### src/rtl/instruction_fetcher.sv
// Warp instruction fetch: direct-mapped I-cache lookup, program-memory fill on miss.
// Latency: hit 1 cycle, miss 2+ cycles; request held until mem_read_ready.
// Backpressure: warp_state is ignored while a request is outstanding.
package instruction_fetcher_pkg;

    typedef enum logic [2:0] {
        WARP_IDLE    = 3'd0,
        WARP_FETCH   = 3'd1,
        WARP_DECODE  = 3'd2,
        WARP_EXECUTE = 3'd3,
        WARP_UPDATE  = 3'd4,
        WARP_DONE    = 3'd5
    } warp_state_t;

    typedef struct packed {
        logic [7:0] opcode;
        logic [7:0] rd;
        logic [7:0] rs1;
        logic [7:0] rs2;
    } instruction_t;

endpackage

module instruction_fetcher
    import instruction_fetcher_pkg::*;
#(
    parameter int PROGRAM_ADDR_BITS = 12,
    parameter int INSTRUCTION_BITS  = 32,
    parameter int CACHE_LINES       = 16
) (
    input  logic                         clk,
    input  logic                         reset,
    input  warp_state_t                  warp_state,
    input  logic [PROGRAM_ADDR_BITS-1:0] pc,
    input  logic                         flush,
    output logic                         mem_read_valid,
    output logic [PROGRAM_ADDR_BITS-1:0] mem_read_address,
    input  logic                         mem_read_ready,
    input  logic [INSTRUCTION_BITS-1:0]  mem_read_data,
    output logic [2:0]                   fetcher_state,
    output instruction_t                 instruction
);

    localparam int IDX_BITS = $clog2(CACHE_LINES);
    localparam int TAG_BITS = PROGRAM_ADDR_BITS - IDX_BITS;

    typedef enum logic [2:0] {
        IDLE    = 3'b000,
        REQUEST = 3'b001,
        FETCHED = 3'b010
    } fetch_state_t;

    fetch_state_t state, state_nxt;

    logic [CACHE_LINES-1:0]       valid;
    logic [TAG_BITS-1:0]          tag_mem  [CACHE_LINES];
    instruction_t                 data_mem [CACHE_LINES];
    logic [PROGRAM_ADDR_BITS-1:0] fetch_pc;

    logic [IDX_BITS-1:0] lookup_idx;
    logic [TAG_BITS-1:0] lookup_tag;
    logic [IDX_BITS-1:0] fill_idx;
    logic [TAG_BITS-1:0] fill_tag;
    logic                lookup_hit;
    logic                fetch_req;
    logic                fill_en;

    assign lookup_idx = pc[IDX_BITS-1:0];
    assign lookup_tag = pc[PROGRAM_ADDR_BITS-1:IDX_BITS];
    assign fill_idx   = fetch_pc[IDX_BITS-1:0];
    assign fill_tag   = fetch_pc[PROGRAM_ADDR_BITS-1:IDX_BITS];
    assign lookup_hit = valid[lookup_idx] && (tag_mem[lookup_idx] == lookup_tag);
    assign fetch_req  = (state == IDLE) && (warp_state == WARP_FETCH);
    assign fill_en    = (state == REQUEST) && mem_read_ready;

    // The request address is the latched fetch PC, so it stays stable for the whole request.
    assign mem_read_address = fetch_pc;
    assign fetcher_state    = state;

    always_ff @(posedge clk or posedge reset) begin
        if (reset) begin
            state <= IDLE;
        end else begin
            state <= state_nxt;
        end
    end

    always_comb begin
        state_nxt = state;
        case (state)
            IDLE: begin
                if (fetch_req) begin
                    state_nxt = lookup_hit ? FETCHED : REQUEST;
                end
            end
            REQUEST: begin
                if (mem_read_ready) begin
                    state_nxt = FETCHED;
                end
            end
            FETCHED: begin
                if (warp_state == WARP_DECODE) begin
                    state_nxt = IDLE;
                end
            end
            default: state_nxt = IDLE;
        endcase
    end

    always_ff @(posedge clk or posedge reset) begin
        if (reset) begin
            fetch_pc       <= '0;
            mem_read_valid <= 1'b0;
            instruction    <= '0;
            valid          <= '0;
        end else begin
            if (fetch_req) begin
                fetch_pc <= pc;
                if (lookup_hit) begin
                    instruction <= data_mem[lookup_idx];
                end else begin
                    mem_read_valid <= 1'b1;
                end
            end
            if (fill_en) begin
                instruction     <= instruction_t'(mem_read_data);
                mem_read_valid  <= 1'b0;
                valid[fill_idx] <= 1'b1;
            end
            // Flush is last so it overrides a coincident fill's valid bit.
            if (flush) begin
                valid <= '0;
            end
        end
    end

    always_ff @(posedge clk) begin
        if (fill_en) begin
            tag_mem[fill_idx]  <= fill_tag;
            data_mem[fill_idx] <= instruction_t'(mem_read_data);
        end
    end

endmodule

### config.mk
export PLATFORM = sky130hd
export DESIGN_NAME = instruction_fetcher
export DESIGN_NICKNAME = d
export VERILOG_FILES = /design/src/rtl/instruction_fetcher.sv
export SDC_FILE = /design/constraint.sdc
export NUM_CORES = 1
export LEC_CHECK = 0
export CORE_MARGIN = 5
export CORE_UTILIZATION = 60
export DETAILED_ROUTE_END_ITERATION = 7
export GPL_TIMING_DRIVEN = 0
export MAX_ROUTING_LAYER = met4
export PLACE_DENSITY = 0.77
export SLEW_MARGIN = 20
export SYNTH_ARGS = -nofsm -noshare
export SYNTH_HDL_FRONTEND = slang
export SYNTH_SLANG_ARGS = --single-unit
### constraint.sdc
create_clock -name clk -period 5.85 [get_ports clk]
set_clock_uncertainty 0.2 [all_clocks]
set_input_delay 1.17 -clock clk [delete_from_list [all_inputs] [get_ports clk]]
set_output_delay 1.17 -clock clk [all_outputs]
set_load 0.03 [all_outputs]
# After elaboration in Yosys (flattened, before gate mapping)
# Memories as Yosys holds them, arrays and structs flattened.
# Cells that the tools add are included.
# word_totals
reg_bits	64
ramBits	640
input_bits	51
out_inout_bits	48
elab_cells	53
n_memories	2
# op_classes
magnitude_cmp	3
n_eq_ne	9
muxes	19
n_bitwise	1
reduce_logical	11
# memory_table
name	words	word_bits	rd	rd_clocked_by_memory_dff	wr	line_no	rtl
data_mem	16	32	1	0	1	57	instruction_t data_mem [CACHE_LINES];
tag_mem	16	8	1	0	1	56	logic [TAG_BITS-1:0] tag_mem [CACHE_LINES];
# ops
operator	n
32-bit 2-to-1 mux	3
16-bit 2-to-1 mux	2
16-bit bitwise OR	1
4-bit by 5-bit < comparator with 1-bit output, second input constant	2
3-bit 2-to-1 mux	3
3-bit case mux with 3 select lines	1
8-bit == test	1
1-bit 2-to-1 mux	7
3-bit by 1-bit == test with 1-bit output, second input constant	2
3-bit by 2-bit == test with 1-bit output, second input constant	2
2-bit inequality test, second input constant	3
2-bit nonzero test	3
1-bit binary-select mux with 4-bit select	1
1-bit demux with 4-bit select	1
4-bit by 1-bit >= comparator with 1-bit output, second input constant	1
1-bit logical AND	4
2-bit AND reduction	2
3-bit zero test	1
3-bit AND reduction	1
2-bit 2-to-1 mux	1
2-bit by 1-bit inequality test with 1-bit output, second input constant	1

# Longest topological paths before layout
# logic_depth
word_depth	7
ltp_mapped	12
mapped_depth_nobuf	7

# Least setup slack after synthesis
# No wires, ideal clock.
# synth_path
path_kind	input port to flip-flop
from	input mem_read_ready
to	memory data_mem[1][0] (netlist name), enable pin
setup_time_ps	489
arrival_ps	4590
required_time_ps	5161
path_slack_ps	571
path_stages	5
cell_sequence	nand3b_1 > clkbuf_1 > nor2_1 > nand2_1 > nor3_1
# synth_between
elab_chain_len	3
# synth_rtl
item	line_no	rtl
start: declaration	38	input logic mem_read_ready,
1-bit logical AND	74	assign fill_en = (state == REQUEST) && mem_read_ready;
1-bit 2-to-1 mux	138	if (fill_en) begin
1-bit 2-to-1 mux (implied by the code)	140	data_mem[fill_idx] <= instruction_t'(mem_read_data);
end: declaration	57	
# Every way passes these cells.

# Worst setup path after layout
# layout_path
from	input pc[2]
to	register instruction[10] (netlist name)
# layout_between
elab_chain_len	5
# layout_rtl
item	line_no	rtl
start: declaration	34	input logic [PROGRAM_ADDR_BITS-1:0] pc,
memory read 16 x 8 bit / 1-bit binary-select mux with 4-bit select (equally long branches)	-	
8-bit == test / 1-bit 2-to-1 mux (equally long branches)	72	assign lookup_hit = valid[lookup_idx] && (tag_mem[lookup_idx] == lookup_tag);
1-bit logical AND	72	
2-bit nonzero test (no source line)	-	
2-bit AND reduction (no source line)	-	
end signal: assignment	120	instruction <= data_mem[lookup_idx];
end signal: assignment	126	instruction <= instruction_t'(mem_read_data);
end: declaration	41	output instruction_t instruction
# Several ways; a longest one is shown, not always the timed one. The select of a mux whose other input is x is not followed.
# A chain may end at the register's enable or synchronous reset.

==> flow_metrics.tcl <==
set metrics [dict create \
    status "completed" \
    synth_top_area_share_pct 69.17 \
    insertion_delay_ps 600 \
    final_util_pct 72.00 \
    required_ps 6150 \
    power.density_nw_per_um2 380.4 \
    cts_made_buffers 71 \
    place_hpwl_um 44110 \
    syn_inst 1364 \
    yosys-top-cells-area "edfxtp_1 (69%), mux4_2 (12%), dfrtp_1 (5.7%), mux2i_1 (2.3%), o221ai_2 (1.6%)" \
    grt_max_degree 34 \
    leakagePower_nw 11.00 \
    yosysSeqAreaShare_pct 74.84 \
    post_cts_resized 0 \
    die_w_um 225.2 \
    routed_wl_um 68070 \
    vias_per_cell 6.666 \
    crit_fanout 10 \
    yosys-top-cells-count "edfxtp_1 (640), mux4_2 (152), nor2_1 (82)" \
    slew_violations 0 \
    synth_most_common_cell "edfxtp_1" \
    fillers 2623 \
    power_mw 12.48 \
    vias 14950 \
    rrSetupSlack_ps 2200 \
    placementRows 78 \
    synthArstFlopShare_pct 8.962 \
    drive_gt1_share_pct 25.30 \
    vdd_drop_max_uv 358.2 \
    grt_pass1_wl_um 100800 \
    post-cts-setup-buffers 0 \
    synthMuxAreaShare_pct 15.68 \
    synthXorXnorAreaFrac_pct 0.2837 \
    critical_path_class "input pin to flip-flop" \
    start_util_pct 60.96 \
    rsz0062_at_grt "false" \
    ctsHtreeMaxLevel 3 \
    ant_nets 0 \
    synth_top_family_by_area "multiplexers" \
    hold_buffers 0 \
    fin_crit_ps 4594 \
    avgSynthCellArea_um2 20.37 \
    ys_warn_count 0 \
    slew_headroom_pct 24.95 \
    tritoncts "built" \
    drtPass1Iterations 5 \
    wl_met1_um 25070 \
    grt_pass1_vias 15420 \
    synth-seq-cells 703 \
    wl_per_cell_um 30.36 \
    met3_length_um 6700 \
    start_kind "input pin" \
    drc_errors 0 \
    worstMarginPinSlew_ps 1126 \
    whs_ps 306.1 \
    pin_count 99 \
    die_h_um 225.2 \
    highest_layer "met4" \
    setup_violations 0 \
    synth-simple-area-share_pct 3.211 \
    yosysUniqueCellTypes 47 \
    hp-class "flip-flop to flip-flop" \
    synth_largest_area_cell "edfxtp_1" \
    synth_compound_area_share_pct 3.936 \
    drt_iter0_drc 1956 \
    portBuffers 94 \
    fmax_ghz 0.2177 \
    area_delta_synth_final_pct 18.10 \
    antenna_found_initial 3 \
    met2WireLength_um 33970 \
    grt-ovfl-total 0 \
    clockRootBuffer "clkbuf_16" \
    die_area_um2 50710 \
    clock_sinks 703 \
    syn-cell-area_um2 27790 \
    drv_cap 0 \
    coreArea_um2 45580 \
    cp-end-kind "flip-flop" \
    clockBufferDepth 3 \
    path_clk_slew_ps 60 \
    grt_use_total_pct 28.07 \
    finalCritPeriodShare_pct 78.53 \
    synthAdderAreaFrac_pct 0 \
    synth_enable_flop_cells 640 \
    fin_nets 1633 \
    syn_nets 1415 \
    gp_congestion 0.7899 \
    worst-endpoint-arrival_ps 4890 \
    finalHoldViolations 0 \
    synthFlopType "edfxtp_1" \
]
## report_power, final
group          leakage (nW)  switching [mW]  internal (mW)
Combinational          3.30            1.01          0.712
Sequential             6.54           0.305           5.86
Clock                  1.17            1.87           2.73
Total                  11.0            3.18           9.30
## worst max-delay path: stages
cell and delay (ps):
clkdlybuf4s50_1 570, clkbuf_1 560, mux4_2 610, nand3_1 100
o211ai_1 210, nor3_2 740, clkbuf_1 460, nand4_1 330
o221ai_2 140
## path summary, 6_finish.rpt
path	start	to	cells past startpoint
min reg2reg	valid[0]$_DFFE_PP0P_	valid[0]$_DFFE_PP0P_	2
min in group asynchronous	reset	instruction[30]$_DFFE_PP0P_	2
max in group asynchronous	reset	mem_read_address[10]$_DFFE_PP0P_	3
min	valid[0]$_DFFE_PP0P_	valid[0]$_DFFE_PP0P_	2
max	pc[2]	instruction[10]$_DFFE_PP0P_	9
max reg2reg	fetcher_state[1]$_DFFE_PP0P_	data_mem[1][14]$_DFFE_PP_	10
## routing by layer
metal  vias up  GRT usage (%)
li1       6098              -
met1      7716          37.81
met2       949          44.51
met3       183          5.328
met4         0          9.118
met5         -              -
## cell families (layout without fill, tap and decap cells)
group,after synthesis,after routing
flops,703,703
buf+inv,120,396
other cells,1,3
compound gates,112,112
mux,234,234
xor+xnor,9,9
simple gates,185,185
## stage by stage
stage | cell area, µm² | setup WS [ps] | instances | setup TNS [ps]
after floorplan | 27790 | 571.2 | 1364 | 0
after global placement | 29480 | -3692 | 2058 | -1089260
after detailed placement | 30440 | 734.1 | 2109 | 0
after CTS | 32810 | 1348 | 2240 | 0
after global routing | 32810 | 1200 | 2242 | 0
final | 32810 | 1256 | 2242 | 0
## final cells by class
class	count	area, µm²	share of cell area [%]
diodes	2	5.005	0.01525
plain buffers	85	434.2	1.323
clock buffers	101	2023	6.166
clock inverters	30	347.8	1.060
inverters	35	133.9	0.4080
multi-input cells	541	6540	19.93
flip-flops and latches	703	20790	63.37
well taps	600	750.7	2.288
repair buffers	145	1784	5.437
## placed cells by master, fill, tap and decap left out, types with 5 or more instances in the layout
cell | Yosys | final
buf_12 | 1 | 11
clkinv_1 | 0 | 6
xnor2_1 | 6 | 6
clkbuf_1 | 43 | 63
o22ai_1 | 32 | 32
mux4_2 | 152 | 152
mux4_1 | 6 | 6
clkdlybuf4s50_1 | 0 | 94
nor2_4 | 0 | 12
buf_16 | 0 | 16
edfxtp_1 | 640 | 640
mux2_2 | 12 | 12
clkbuf_16 | 0 | 74
nand2_1 | 9 | 9
nor3_1 | 37 | 32
o221ai_2 | 29 | 29
nand4_1 | 33 | 33
buf_2 | 25 | 25
clkinv_2 | 0 | 11
mux2i_1 | 64 | 64
buf_6 | 4 | 8
nor2_1 | 82 | 70
buf_4 | 10 | 31
clkbuf_8 | 0 | 7
dfrtp_1 | 63 | 63
a211o_1 | 32 | 32
bufinv_16 | 0 | 7
inv_1 | 35 | 34
nor3_2 | 0 | 5
## registers in the layout, summed over array words and instances (netlist names)
register	cells
data_mem	512
tag_mem	128
instruction	32
valid	16
mem_read_address	12
fetcher_state	2
mem_read_valid	1
(Power assumes the default switching activity.)
==> variant, RTL diff (same flow settings) <==
`PROGRAM_ADDR_BITS`: 12 -> 11.
--- a/src/rtl/instruction_fetcher.sv
+++ b/src/rtl/instruction_fetcher.sv
@@ -26,3 +26,3 @@
 #(
-    parameter int PROGRAM_ADDR_BITS = 12,
+    parameter int PROGRAM_ADDR_BITS = 11,
     parameter int INSTRUCTION_BITS  = 32,
Interface: changed (resized mem_read_address and pc); port bits go from 99 to 97. No check against the original RTL was run, so the function may have changed too.
==> variant against the original RTL <==
Routed wire length about the same. Sequential share of layout area up 0.70 points. Combinational power down 12%. Power down 6.0%. Sequential cell count down 17. Setup slack better by 0.084 ns. Cell area down 3.5%. Area after synthesis down 3.6%. Critical endpoint is now instruction[24]$_DFFE_PP0P_. Largest cell class unchanged. Highest routed layer unchanged.
==> variant: results (changes against the original RTL) <==
[yosys]
synth_compound_area_share_pct=2.43  ; -1.5 points
ys_seq_area_share_pct=75.7  ; +0.88 points
synth_edf_count=624  ; -2.5%
syn_nets=1304  ; -7.8%
syn_avg_cell_area_um2=21.4  ; +4.9%

[floorplan]
tap_cells=592  ; -1.3%

[power_and_ir_drop]
clock_power_share_pct=36.2  ; -0.7 points
ir_worst_vdd_mv=0.334  ; -6.7%

[outcome]
status=finished clean

[routing]
firstDrtPassIters=6  ; +1
wire_per_inst_um=32.1  ; +5.8%

[global_route]
grt_antenna_before_repair=4  ; +1
met2_usage_pct=46.1  ; +1.6 points
first_global_vias=14800  ; -4.4%

[finish]
layout-drive-gt1-share_pct=27.0  ; +1.7 points
seq_share_pct=64.1  ; +0.70 points
n_sequential_cell=686  ; -2.4%
clock_area_share_pct=6.88  ; -0.35 points
finalNetCount=1516  ; -7.2%
area_growth_syn_to_layout_pct=18.2  ; about the same
nClkBuffers=92  ; -8.9%

[placed_design]
dp_hpwl_um=43800  ; -0.79%
dp_cells=1989  ; -5.7%
io_buffers=92  ; -2.1%
gp_congestion=0.807  ; +2.2%
placed_area_mm2=0.0295  ; -3.2%

## variant: cell types whose count changed after synthesis, moves of 15 or more
cell      change
a211o_1      -31
a31oi_1      +32
clkbuf_1     -15
edfxtp_1     -16
inv_1        -32
mux2i_1      -35
mux4_2       +29
nand2_1      +20
nor3_1       -30
o221ai_2     -29
o22ai_1      -32
o31ai_1      +21
## variant: final timing paths
check	start	endpoint	slack [ns]
max in group asynchronous	reset	fetcher_state[0]$_DFFE_PP0P_	4.18
max	pc[1]	instruction[24]$_DFFE_PP0P_	1.34
min in group asynchronous	reset	instruction[22]$_DFFE_PP0P_	0.71
max reg2reg	fetcher_state[1]$_DFFE_PP0P_	data_mem[0][29]$_DFFE_PP_	2.41
min	valid[5]$_DFFE_PP0P_	valid[5]$_DFFE_PP0P_	0.33
min reg2reg	valid[5]$_DFFE_PP0P_	valid[5]$_DFFE_PP0P_	0.33
